<file path="src/rtl/reg_dump_reader_if.sv">
// Byte stream from the register dump reader to a serial transmitter.
// Master drives data/valid, slave returns ready.
interface reg_dump_reader_if;
    logic [7:0] o_tx_data;
    logic       o_tx_valid;
    logic       i_tx_ready;

    modport master (
        output o_tx_data,
        output o_tx_valid,
        input  i_tx_ready
    );

    modport slave (
        input  o_tx_data,
        input  o_tx_valid,
        output i_tx_ready
    );
endinterface

</file>
<file path="src/rtl/reg_dump_reader.sv">
// Streams every register-file word out as bytes, MSB first, while the core is halted.
// Define REG_DUMP_FRAME_EN to wrap the dump in an 0xA5 header and an XOR checksum byte.
module reg_dump_reader #(
    parameter int DWIDTH = 32,
    parameter int MDEPTH = 32,
    parameter int AWIDTH = 5
) (
    input  logic              CLK,
    input  logic              RSTn,
    input  logic              i_start,
    input  logic              i_dbg_run,
    output logic [AWIDTH-1:0] o_ra,
    input  logic [DWIDTH-1:0] i_rd,
    reg_dump_reader_if.master tx,
    output logic              o_busy,
    output logic              o_done
);

`ifdef REG_DUMP_FRAME_EN
    typedef enum logic [2:0] {
        IDLE, FETCH, SEND, DONE, HDR, CSUM
    } state_t;
`else
    typedef enum logic [1:0] {
        IDLE, FETCH, SEND, DONE
    } state_t;
`endif

    state_t            state;
    state_t            nxt;
    logic [DWIDTH-1:0] shbuf;
    logic [1:0]        bcnt;
    logic [AWIDTH:0]   idx;
    logic              abort;
    logic              last_reg;
    logic              stop;
    logic              tx_vld;
    logic [7:0]        tx_data;
`ifdef REG_DUMP_FRAME_EN
    logic [7:0]        csum;
`endif

    assign last_reg = (idx == (AWIDTH+1)'(MDEPTH - 1));
    // A run request seen earlier in the byte still ends the dump after it
    assign stop     = abort | i_dbg_run;
    assign o_ra     = idx[AWIDTH-1:0];
    assign o_done   = (state == DONE);

`ifdef REG_DUMP_FRAME_EN
    assign tx_vld = (state == SEND) | (state == HDR) | (state == CSUM);
`else
    assign tx_vld = (state == SEND);
`endif
    assign o_busy = tx_vld | (state == FETCH);

    assign tx.o_tx_valid = tx_vld;
    assign tx.o_tx_data  = tx_data;

    always_comb begin
        tx_data = 8'h00;
        unique case (state)
            SEND:    tx_data = shbuf[DWIDTH-1 -: 8];
`ifdef REG_DUMP_FRAME_EN
            HDR:     tx_data = 8'hA5;
            CSUM:    tx_data = csum;
`endif
            default: tx_data = 8'h00;
        endcase
    end

    always_ff @(posedge CLK) begin
        if (!RSTn) begin
            state <= IDLE;
        end else begin
            state <= nxt;
        end
    end

    always_comb begin
        nxt = state;
        unique case (state)
            IDLE: begin
                if (i_start && !i_dbg_run) begin
`ifdef REG_DUMP_FRAME_EN
                    nxt = HDR;
`else
                    nxt = FETCH;
`endif
                end
            end
            FETCH: begin
                nxt = i_dbg_run ? IDLE : SEND;
            end
            SEND: begin
                if (tx.i_tx_ready) begin
                    if (stop) begin
                        nxt = IDLE;
                    end else if (bcnt == 2'd3) begin
`ifdef REG_DUMP_FRAME_EN
                        nxt = last_reg ? CSUM : FETCH;
`else
                        nxt = last_reg ? DONE : FETCH;
`endif
                    end
                end
            end
`ifdef REG_DUMP_FRAME_EN
            HDR: begin
                if (tx.i_tx_ready) begin
                    nxt = stop ? IDLE : FETCH;
                end
            end
            CSUM: begin
                if (tx.i_tx_ready) begin
                    nxt = stop ? IDLE : DONE;
                end
            end
`endif
            DONE: begin
                nxt = IDLE;
            end
            default: begin
                nxt = IDLE;
            end
        endcase
    end

    always_ff @(posedge CLK) begin
        if (!RSTn) begin
            shbuf <= '0;
            bcnt  <= 2'd0;
            idx   <= '0;
            abort <= 1'b0;
`ifdef REG_DUMP_FRAME_EN
            csum  <= 8'h00;
`endif
        end else begin
            unique case (state)
                IDLE: begin
                    bcnt  <= 2'd0;
                    idx   <= '0;
                    abort <= 1'b0;
`ifdef REG_DUMP_FRAME_EN
                    csum  <= 8'h00;
`endif
                end
                FETCH: begin
                    shbuf <= i_rd;
                    bcnt  <= 2'd0;
                end
                SEND: begin
                    if (i_dbg_run) begin
                        abort <= 1'b1;
                    end
                    if (tx.i_tx_ready) begin
                        shbuf <= {shbuf[DWIDTH-9:0], 8'h00};
                        bcnt  <= bcnt + 2'd1;
`ifdef REG_DUMP_FRAME_EN
                        csum  <= csum ^ shbuf[DWIDTH-1 -: 8];
`endif
                        if (bcnt == 2'd3) begin
                            idx <= idx + 1'b1;
                        end
                    end
                end
`ifdef REG_DUMP_FRAME_EN
                HDR, CSUM: begin
                    if (i_dbg_run) begin
                        abort <= 1'b1;
                    end
                end
`endif
                default: begin
                    abort <= 1'b0;
                end
            endcase
        end
    end

endmodule

</file>
<file path="src/flat_wrapper.sv">
// flat-port wrapper written by rule: the top's interface ports become plain ports
module reg_dump_reader_flat 
#(
    parameter int DWIDTH = 32,
    parameter int MDEPTH = 32,
    parameter int AWIDTH = 5
)
  (CLK, RSTn, i_start, i_dbg_run, o_ra, i_rd, o_busy, o_done, tx_o_tx_data, tx_o_tx_valid, tx_i_tx_ready);
  reg_dump_reader_if tx_i ();
  input  logic CLK;
  input  logic RSTn;
  input  logic i_start;
  input  logic i_dbg_run;
  output logic [AWIDTH-1:0] o_ra;
  input  logic [DWIDTH-1:0] i_rd;
  output logic o_busy;
  output logic o_done;
  output wire logic [$bits(tx_i.o_tx_data)-1:0] tx_o_tx_data;
  output wire logic [$bits(tx_i.o_tx_valid)-1:0] tx_o_tx_valid;
  input wire logic [$bits(tx_i.i_tx_ready)-1:0] tx_i_tx_ready;
  assign tx_o_tx_data = tx_i.o_tx_data;
  assign tx_o_tx_valid = tx_i.o_tx_valid;
  assign tx_i.i_tx_ready = tx_i_tx_ready;
  reg_dump_reader #(.DWIDTH(DWIDTH), .MDEPTH(MDEPTH), .AWIDTH(AWIDTH)) u_core (.CLK(CLK), .RSTn(RSTn), .i_start(i_start), .i_dbg_run(i_dbg_run), .o_ra(o_ra), .i_rd(i_rd), .tx(tx_i), .o_busy(o_busy), .o_done(o_done));
endmodule
</file>
<file path="config.mk">
export PLATFORM = sky130hd
export DESIGN_NAME = reg_dump_reader_flat
export DESIGN_NICKNAME = d
export VERILOG_FILES = /design/src/rtl/reg_dump_reader_if.sv /design/src/rtl/reg_dump_reader.sv /design/src/flat_wrapper.sv
export SDC_FILE = /design/constraint.sdc
export NUM_CORES = 1
export LEC_CHECK = 0
export CAP_MARGIN = 20
export CORE_MARGIN = 3
export CORE_UTILIZATION = 53
export DETAILED_ROUTE_END_ITERATION = 7
export MAX_ROUTING_LAYER = met4
export PLACE_DENSITY = 0.95
export SYNTH_ARGS = -nofsm -noshare
export SYNTH_HDL_FRONTEND = slang
export SYNTH_SLANG_ARGS = --single-unit
</file>
<file path="constraint.sdc">
create_clock -name CLK -period 2.3 [get_ports CLK]
set_input_delay 0.46 -clock CLK [delete_from_list [all_inputs] [get_ports CLK]]
set_output_delay 0.46 -clock CLK [all_outputs]
set_load 0.02 [all_outputs]
</file>
==> summary.md <==
| Metric | Value |
|---|---|
| Worst-path clk slew | about 0.08 ns |
| Post-synthesis cell count | between 200 and 250 |
| Die width | 71.1 µm |
| Slew Limit Fails | 0 |
| # IOs | between 50 and 60 |
| Num rows | 23 |
| Drt wl/cell | 16.0 µm |
| GRT Overall Usage | 0.223 |
| Vias in the first global route | around 1900 |
| Flop pwr share | 0.478 |
| Most frequent cells in the layout | clkdlybuf4s50_1 (51), dfxtp_1 (43), nand3_1 (33) |
| Vias per std cell | 5.87 |
| # port buffers | 52 |
| DP Cell Count | ~320 |
| Post-placement cell area | ~2700 µm² |
| Pint | 1.36 mW |
| Fin worst setup slack | between 0.07 and 0.08 ns |
| Setup TNS | 0 ns |
| Final core utilization | 0.708 |
| Max Freq | 0.450 GHz |
| Sequential area share after synthesis | 0.383 |
| Starting Density | 0.553 |
| CTS tree | built |
| Pin count of the biggest net entering global routing | 26 |
| Layout Nets | approximately 330 |
| Max-slew headroom | 0.628 |
| RD Place Congestion | 0.800 |
| CP max-delay cell | clkdlybuf4s50_1 |
| Worst min path class | flop to flop |
| Die H | 71.1 µm |
| Crit Path Category | flop to output port |
| Root buf cell | clkbuf_8 |
| # clock sinks | 43 |
| NetSw | roughly 0.52 mW |
| Crit path launch type | flop |
| Yosys cell types | 31 |
| Syn Area/Cell | between 9 and 10 µm² |
| Later-pin clock latency in the skew report | 0.30 ns |
| H-Tree Depth | 2 |
| Grt ovf | 0 |
| Yosys top cell by area | dfxtp_1 |
| First-pass GRT wire length | 8.73 mm |
| Top-area cell type share of the netlist area | 0.383 |
| Pleak | ~1.3 nW |
| CP max stage delay | 0.60 ns |
| Routed wire length | approximately 5.3 mm |
| Status | finished, final reports clean |
| Worst VDD drop | between 0.0004 and 0.0005 V |
| Sw frac | 0.276 |
| Fin crit share | 0.966 |
| Synthesized flop and latch total | 43 |
| CTS Buf Count | 5 |
| CTS Buffer Depth | 2 |
| Fin area | 2870 µm² |
| Post-route ant nets | 0 |
| Syn nets | approximately 280 |
| Synth Flop Type | dfxtp_1 |
| Critical Path AT | around 1.8 ns |
| Hold WS | 0.484 ns |
| Share of cells above drive strength 1 | 0.0567 |
| Synth area leaders | dfxtp_1 (38%), mux2i_1 (12%), o211a_1 (11%) |
| Clock network power share | 0.303 |
| Worst-margin pin slew | ~0.56 ns |
| Tmin final | about 2.2 ns |
| Overall power | 1.88 mW |
| Worst Skew | between 0.006 and 0.007 ns |
| Ys async rst share | 0 |
| Critical Path RT | roughly 1.8 ns |
| Vias post-DR | a little under 2000 |
| Synth warn | 0 |
| # diodes | 0 |
| Crit path max fanout | 11 |
| DR DRC count | 0 |
| CP Capture Type | output port |
| Hold Violations, Final | 0 |
| Hpwl dp | 3.58 mm |
| Worst-path cell chain | inv_1, ha_4, and2_1, clkdlybuf4s50_1 |
| Combinational fraction of design power | 0.219 |
| Final Non-Filler Cells | approximately 330 |
| Netlist Area Pre-Place | 2250 µm² |
| DR iter-0 viols | between 200 and 250 |
| Dpl ws | 0.217 ns |
| Most common cell after layout, fill and taps aside | clkdlybuf4s50_1 |
| Post-synth EDFFs | 0 |
| Antenna violations before repair | 0 |
| Die area | 5050 µm² |
| Core area | 4060 µm² |
| Setup violators final | 0 |
| MaxCap Viol Count | 0 |
| Iteration count of the initial detailed-routing pass | 4 |
| Area Overhead vs Synth | 27.9% |
| PD cells | between 600 and 700 nW/µm² |
-- layout make-up --
| class | instances | area (µm²) |
|---|---|---|
| clock inverters | 1 | 30.0 |
| repair buffers | 60 | 583 |
| multi-input cells | 167 | 1240 |
| fillers | 305 | 1190 |
| well taps | 50 | 62.6 |
| flip-flops and latches | 43 | 861 |
| inverters | 5 | 18.8 |
| clock buffers | 6 | 72.6 |
-- state kept, by name, summed over array words and instances (netlist names) --
signal        count
u_core.bcnt       2
u_core.idx        6
u_core.state      2
u_core.abort      1
u_core.shbuf     32
-- layer usage --
| layer | GRT usage | vias up | wire length, µm |
|---|---|---|---|
| met5 | - | - | 0 |
| met4 | 0.100 | 0 | 108 |
| met3 | 0.0341 | 11 | 211 |
| met2 | 0.346 | 55 | 2600 |
| met1 | 0.286 | 939 | 2380 |
| li1 | - | 945 | - |
-- kinds of logic (layout without fill, tap and decap cells) --
family	after synthesis	after routing	synth area share
compound gates	58	58	0.206
fa+ha+maj	6	6	0.0334
buf+inv	30	72	0.0685
flops	43	43	0.383
mux	28	28	0.125
simple gates	75	75	0.184
-- synth_stat cells, types with 2 or more instances --
cell	n
buf_2	6
ha_1	6
nand2_1	12
o21a_1	2
nand3b_1	4
inv_1	5
clkbuf_1	10
buf_4	9
nor2b_1	4
a21boi_0	12
nand2b_1	2
a21oi_1	3
mux2i_1	28
o21ai_0	12
dfxtp_1	43
and2_1	8
o211a_1	25
nand3_1	33
nor2_1	3
nand4_1	2
-- power groups by stage --
| stage | Clock, mW | Combinational, mW | Sequential, mW |
|---|---|---|---|
| 6_report | 0.571 | 0.412 | 0.901 |
| 3_3_place_gp | 0 | 0.392 | 0.911 |
| 5_1_grt | 0.606 | 0.457 | 0.913 |
| 2_1_floorplan | 0 | 0.281 | 0.898 |
| 3_5_place_dp | 0 | 0.405 | 0.917 |
| 4_1_cts | 0.578 | 0.411 | 0.900 |
-- worst max-delay path: cells and delay by family, from the launching register on --
family / cells / cell delay, ns
buffers and inverters: 2 / 0.73
flip-flops: 1 / 0.35
adder cells (fa/ha/maj): 1 / 0.23
AND/OR/NAND/NOR: 1 / 0.16
-- repair_timing --
action	4_1_cts	5_1_grt
hold buffers	0	0
gates cloned	0	0
endpoints found under the setup margin	8	9
buffers inserted	0	1
resized for setup	1	1
endpoints found under the hold margin	0	0
-- final timing paths --
path | from | end | slack (ns) | cells past startpoint
worst max register to register | u_core.state[0] | u_core.idx[5] | 0.38 | 6
worst max-delay path | u_core.state[0] | tx_o_tx_data[7] | 0.08 | 4
worst min-delay path | u_core.bcnt[1] | u_core.bcnt[1] | 0.48 | 2
worst min register to register | u_core.bcnt[1] | u_core.bcnt[1] | 0.48 | 2
Note: power is estimated with default switching activity, not from simulation.
